### src/rtl/alu_pkg.sv
// Shared types and helpers for the sequential ALU adder/subtractor.
package alu_pkg;

    typedef enum logic [1:0] {
        IDLE = 2'd0,
        RUN  = 2'd1,
        DONE = 2'd2
    } state_e;

    localparam logic OP_ADD = 1'b0;
    localparam logic OP_SUB = 1'b1;

    // Step counter needs at least one bit even when a single step is enough.
    function automatic int cnt_width(input int steps);
        return (steps <= 2) ? 1 : $clog2(steps);
    endfunction

endpackage

### src/rtl/full_adder.sv
// One-bit full adder cell used to build the ripple slice.
module full_adder (
    input  logic a_i,
    input  logic b_i,
    input  logic c_i,
    output logic s_o,
    output logic c_o
);

    assign s_o = a_i ^ b_i ^ c_i;
    assign c_o = (a_i & b_i) | (c_i & (a_i ^ b_i));

endmodule

### src/rtl/rca_slice.sv
// Combinational SLICE-bit ripple-carry chain; also exposes the carry into its top bit.
module rca_slice #(
    parameter int SLICE = 1
) (
    input  logic [SLICE-1:0] a_i,
    input  logic [SLICE-1:0] b_i,
    input  logic             c_i,
    output logic [SLICE-1:0] s_o,
    output logic             c_o,
    output logic             c_top_o
);

    logic [SLICE:0] carry;

    assign carry[0] = c_i;

    for (genvar i = 0; i < SLICE; i++) begin : g_bit
        full_adder u_fa (
            .a_i (a_i[i]),
            .b_i (b_i[i]),
            .c_i (carry[i]),
            .s_o (s_o[i]),
            .c_o (carry[i+1])
        );
    end

    assign c_o     = carry[SLICE];
    assign c_top_o = carry[SLICE-1];

endmodule

### src/rtl/seq_addsub.sv
// Multi-cycle adder/subtractor: WIDTH-bit operation pushed SLICE bits per clock
// through one shared ripple slice, with valid/ready on both sides.
module seq_addsub
    import alu_pkg::*;
#(
    parameter int WIDTH = 8,
    parameter int SLICE = 1
) (
    input  logic             clk,
    input  logic             rst_n,
    input  logic             in_valid,
    output logic             in_ready,
    input  logic [WIDTH-1:0] a,
    input  logic [WIDTH-1:0] b,
    input  logic             cin,
    input  logic             sub,
    output logic             out_valid,
    input  logic             out_ready,
    output logic [WIDTH-1:0] sum,
    output logic             cout,
    output logic             ovf
);

    localparam int STEPS = WIDTH / SLICE;
    localparam int CW    = cnt_width(STEPS);
    localparam logic [CW-1:0] LAST = CW'(STEPS - 1);

    if ((WIDTH < 2) || (SLICE < 1) || (WIDTH % SLICE != 0)) begin : g_bad_param
        $error("seq_addsub: WIDTH must be >= 2 and a multiple of SLICE");
    end

    state_e           state_q;
    logic [CW-1:0]    cnt_q;
    logic [WIDTH-1:0] a_q;
    logic [WIDTH-1:0] b_q;
    logic [WIDTH-1:0] sum_q;
    logic [WIDTH-1:0] sum_d;
    logic             carry_q;
    logic             cout_q;
    logic             ovf_q;

    logic [SLICE-1:0] slice_sum;
    logic             slice_cout;
    logic             slice_ctop;

    rca_slice #(
        .SLICE (SLICE)
    ) u_slice (
        .a_i     (a_q[SLICE-1:0]),
        .b_i     (b_q[SLICE-1:0]),
        .c_i     (carry_q),
        .s_o     (slice_sum),
        .c_o     (slice_cout),
        .c_top_o (slice_ctop)
    );

    // Slice results enter at the MSB end so the word is aligned after STEPS shifts.
    if (SLICE == WIDTH) begin : g_sum_full
        assign sum_d = slice_sum;
    end else begin : g_sum_shift
        assign sum_d = {slice_sum, sum_q[WIDTH-1:SLICE]};
    end

    always_ff @(posedge clk) begin
        if (!rst_n) begin
            state_q <= IDLE;
            cnt_q   <= '0;
            a_q     <= '0;
            b_q     <= '0;
            sum_q   <= '0;
            carry_q <= 1'b0;
            cout_q  <= 1'b0;
            ovf_q   <= 1'b0;
        end else begin
            case (state_q)
                IDLE: begin
                    if (in_valid) begin
                        // Subtract as A + ~B + ~borrow.
                        a_q     <= a;
                        b_q     <= (sub == OP_SUB) ? ~b : b;
                        carry_q <= cin ^ sub;
                        cnt_q   <= '0;
                        state_q <= RUN;
                    end
                end
                RUN: begin
                    a_q     <= a_q >> SLICE;
                    b_q     <= b_q >> SLICE;
                    sum_q   <= sum_d;
                    carry_q <= slice_cout;
                    cnt_q   <= cnt_q + CW'(1);
                    if (cnt_q == LAST) begin
                        cout_q  <= slice_cout;
                        ovf_q   <= slice_ctop ^ slice_cout;
                        state_q <= DONE;
                    end
                end
                DONE: begin
                    if (out_ready) begin
                        state_q <= IDLE;
                    end
                end
                default: state_q <= IDLE;
            endcase
        end
    end

    assign in_ready  = (state_q == IDLE);
    assign out_valid = (state_q == DONE);
    assign sum       = sum_q;
    assign cout      = cout_q;
    assign ovf       = ovf_q;

endmodule

### config.mk
export PLATFORM = sky130hd
export DESIGN_NAME = seq_addsub
export DESIGN_NICKNAME = d
export VERILOG_FILES = /design/src/rtl/alu_pkg.sv /design/src/rtl/full_adder.sv /design/src/rtl/rca_slice.sv /design/src/rtl/seq_addsub.sv
export SDC_FILE = /design/constraint.sdc
export NUM_CORES = 1
export LEC_CHECK = 0
export CAP_MARGIN = 20
export CORE_MARGIN = 4
export CORE_UTILIZATION = 51
export CTS_BUF_LIST = sky130_fd_sc_hd__clkbuf_8
export DETAILED_ROUTE_END_ITERATION = 8
export PLACE_DENSITY = 0.8
export SYNTH_ARGS = -nofsm -noshare
export SYNTH_HDL_FRONTEND = slang
export SYNTH_HIERARCHICAL = 1
export SYNTH_SLANG_ARGS = --single-unit
### constraint.sdc
create_clock -name clk -period 1.3 [get_ports clk]
set_input_delay 0.26 -clock clk [delete_from_list [all_inputs] [get_ports clk]]
set_output_delay 0.26 -clock clk [all_outputs]
set_load 0.02 [all_outputs]
==> results of run 1 <==
-- synth_stat cells (2+ instances only) --
cell type and instances:
sky130_fd_sc_hd__inv_1 3, sky130_fd_sc_hd__clkbuf_1 3, sky130_fd_sc_hd__mux2i_1 3, sky130_fd_sc_hd__a21oi_1 15, sky130_fd_sc_hd__buf_2 4, sky130_fd_sc_hd__or3b_1 5
sky130_fd_sc_hd__dfxtp_1 32, sky130_fd_sc_hd__buf_4 6, sky130_fd_sc_hd__o21ai_0 14, sky130_fd_sc_hd__nor2_1 7, sky130_fd_sc_hd__xor2_1 9, sky130_fd_sc_hd__a22oi_1 11
sky130_fd_sc_hd__nand2_1 26, sky130_fd_sc_hd__ha_1 2, sky130_fd_sc_hd__o221ai_1 7
-- registers in the layout (all words and copies together) (netlist names) --
| register | count |
|---|---|
| a_q | 8 |
| sum | 8 |
| carry_q | 1 |
| ovf | 1 |
| state_q | 2 |
| cnt_q | 3 |
| b_q | 8 |
| cout | 1 |
-- through the flow --
step                      hold slack [ps]  setup slack, ps    util
after floorplan                     464.3            103.8       -
after global placement              443.5           -297.7  0.6783
after global routing                494.1           -41.66  0.7332
after CTS                           469.1            1.073  0.7173
final                               465.7           -10.10  0.7332
after detailed placement            465.1           -399.6  0.6783
-- worst register-to-register path: stages, from the launching register on --
cell and delay [ps]:
sky130_fd_sc_hd__dfxtp_2 370, sky130_fd_sc_hd__ha_4 150, sky130_fd_sc_hd__ha_2 170, sky130_fd_sc_hd__and3b_2 240, sky130_fd_sc_hd__mux2i_1 220, sky130_fd_sc_hd__nor2_1 60
-- routing by layer --
| metal | wire length, um | vias up |
|---|---|---|
| met5 | 0 | - |
| met4 | 105 | 0 |
| met3 | 180 | 11 |
| met2 | 1933 | 36 |
| met1 | 1507 | 667 |
| li1 | - | 679 |
-- worst paths after layout --
path | startpoint | to | slack, ps | cells past startpoint
max reg2reg | cnt_q[0] | cout | -10 | 5
max | cnt_q[0] | cout | -10 | 5
min | sum[1] | sum[0] | 470 | 2
min reg2reg | sum[1] | sum[0] | 470 | 2
-- timing repair --
action                                  in CTS  in global routing
setup buffers                                0                  1
gates cloned                                 0                  1
gates resized for setup                     20                 14
endpoints found under the setup margin      26                 25
-- power breakdown --
part | internal, mW | switching, mW | total [mW]
registers | 1.03 | 0.0418 | 1.08
clock network | 0.561 | 0.370 | 0.931
logic | 0.172 | 0.154 | 0.326
-- final cells by class --
type | instances | area (sq um) | share of cell area
multi-input cells | 117 | 782.0 | 0.3868
flip-flops and latches | 32 | 643.1 | 0.3181
repair buffers | 48 | 431.7 | 0.2135
inverters | 5 | 18.77 | 0.009282
clock inverters | 3 | 38.79 | 0.01918
well taps | 31 | 38.79 | 0.01918
clock buffers | 5 | 68.82 | 0.03403
-- cell families (layout without fill, tap and decap cells) --
| group | after synthesis | count (layout) | share of synthesized area |
|---|---|---|---|
| AO/OA/AOI/OAI | 54 | 54 | 0.2350 |
| XOR/XNOR | 10 | 10 | 0.05918 |
| adder cells (fa/ha/maj) | 3 | 3 | 0.03043 |
| buffers and inverters | 18 | 61 | 0.06424 |
| flip-flops | 32 | 32 | 0.4328 |
| multiplexers | 3 | 3 | 0.02029 |
| AND/OR/NAND/NOR | 47 | 47 | 0.1581 |
-- placed cells by master (no fill, tap or decap), drive strengths merged, types with 2 or more instances in the layout --
| master | count |
|---|---|
| dfxtp | 32 |
| nand2 | 26 |
| clkdlybuf4s50 | 20 |
| a21oi | 15 |
| o21ai | 15 |
| buf | 15 |
| a22oi | 11 |
| dlygate4sd2 | 10 |
| xor2 | 9 |
| nor2 | 7 |
| o221ai | 7 |
| clkbuf | 7 |
| or3b | 6 |
| inv | 5 |
| mux2i | 3 |
| clkinv | 2 |
| ha | 2 |
==> impl_metrics.yaml, run 1 <==
placement:
  io_buffers: 33
  post-place-cells: 231
  placed_wire_length_estimate_mm: 2.503
  place_area_sq_um: 1871
  final_estimated_routing_congestion_in_global_placement: 0.7886
sta:
  timing.final.crit_share: 1.008
  final.setup_skew_ps: 5.607
  totalNegativeSetupSlack_ps: -10.10
  tightest_slew_ps: 314.1
  worst_slack_ps: -10.10
  finalMaxSlewViolations: 0
  hold_violations: 0
  post-route-min-period_ps: 1310
  max_clock_freq_mhz: 763.3
  setup-violations-final: 1
  slew-limit-headroom: 0.7876
cts:
  clock_tree.buffer_depth: 2
  insertion_delay_ps: 280
  cts_root_buf: "sky130_fd_sc_hd__clkbuf_8"
  cts.sinks: 32
  number_of_h_tree_levels: 2
  cts.clk_slew.worst_paths_ps: 70
  cts_hold_buffers: 0
  cts_made_buffers: 5
  tritoncts: "done"
logic_synthesis:
  mappedNetlistNets: 192
  ys_seq_elements: 32
  synthArstFlopShare: 0
  synth_area_leader_cell: "sky130_fd_sc_hd__dfxtp_1"
  synth_ff_type: "sky130_fd_sc_hd__dfxtp_1"
  yosys.area.top_type_share: 0.4328
  synth_edf_count: 0
  ys_top_cells_by_area: "sky130_fd_sc_hd__dfxtp_1, sky130_fd_sc_hd__nand2_1, sky130_fd_sc_hd__a22oi_1, sky130_fd_sc_hd__xor2_1, sky130_fd_sc_hd__a21oi_1"
  syn_avg_cell_area_sq_um: 8.863
  mappedNetlistArea_sq_um: 1480
  synthesized_instance_count: 167
  yosysWarningCount: 6
  synth_cell_types: 35
  synth_sequential_area_ratio: 0.4328
setup_path:
  worstPathCellList: "ha_4 > ha_2 > and3b_2 > mux2i_1 > nor2_1"
  crit_path_end_kind: "flip-flop"
  cp_data_required_time_ps: 1480
  critPathBufInv: 0
  cp_max_fo: 4
  slowest_stage: "sky130_fd_sc_hd__dfxtp_2"
  worstSetupPathType: "flip-flop to flip-flop"
  critPathArrivalTime_ps: 1490
  slowest_delay_ps: 370
  worstSetupStartpointType: "flip-flop"
  timing.critical_path.max_delay_family: "flip-flops"
global_routing:
  grt_pass1_vias: 1319
  grt.met3_usage: 0.05372
  antenna_found_initial: 0
  grt_use_met2: 0.3513
  grt_busiest_layer: "met2"
  gr-total-overflow: 0
  grt_start_max_net_pins: 20
  groute.usage.overall: 0.2041
  grt_pass1_wl_mm: 5.713
  gr-usage-met1: 0.2368
routing:
  ant_nets: 0
  drtIter0Drc: 88
  routedWlPerCell_um: 15.46
  routed_wirelength_mm: 3.725
  vias_per_cell: 5.780
  routed-via-count: 1393
  drcViolationCount: 0
  drtPass1Iterations: 4
flow_run:
  max_cap_viol_count: 0
finish:
  nNetsFinal: 234
  drive_gt1_frac: 0.1714
  flow.area_growth_from_synthesis_pct: 36.60
  finish.instance_area_sq_um: 2022
  number_of_diodes: 0
  final.fill_count: 214
  layout.cells.non_filler: 241
die:
  std_cell_rows: 19
  die-area_sq_um: 3828
  vert_die_dim_um: 61.87
  core_sq_um: 2758
  initial_core_util: 0.5368
  die_w_um: 61.87
  ios: 34
min_path:
  worst_hold_path_type: "flip-flop to flip-flop"
power_and_ir_drop:
  power.static_leakage_nw: 0.8157
  power.ir.vdd_worst_mv: 1.137
  p_per_area_nw_per_um2: 1154
  p_total_mw: 2.333
status:
  status: "complete, but fails checks"
  failed_checks: "negative setup slack"
(Power assumes the default switching activity.)
==> run 2: changes to the inputs <==
- CAP_MARGIN: 20 -> 5
==> results of run 2 <==
No change in the layout: final DEF, timing and power equal those of run 1.
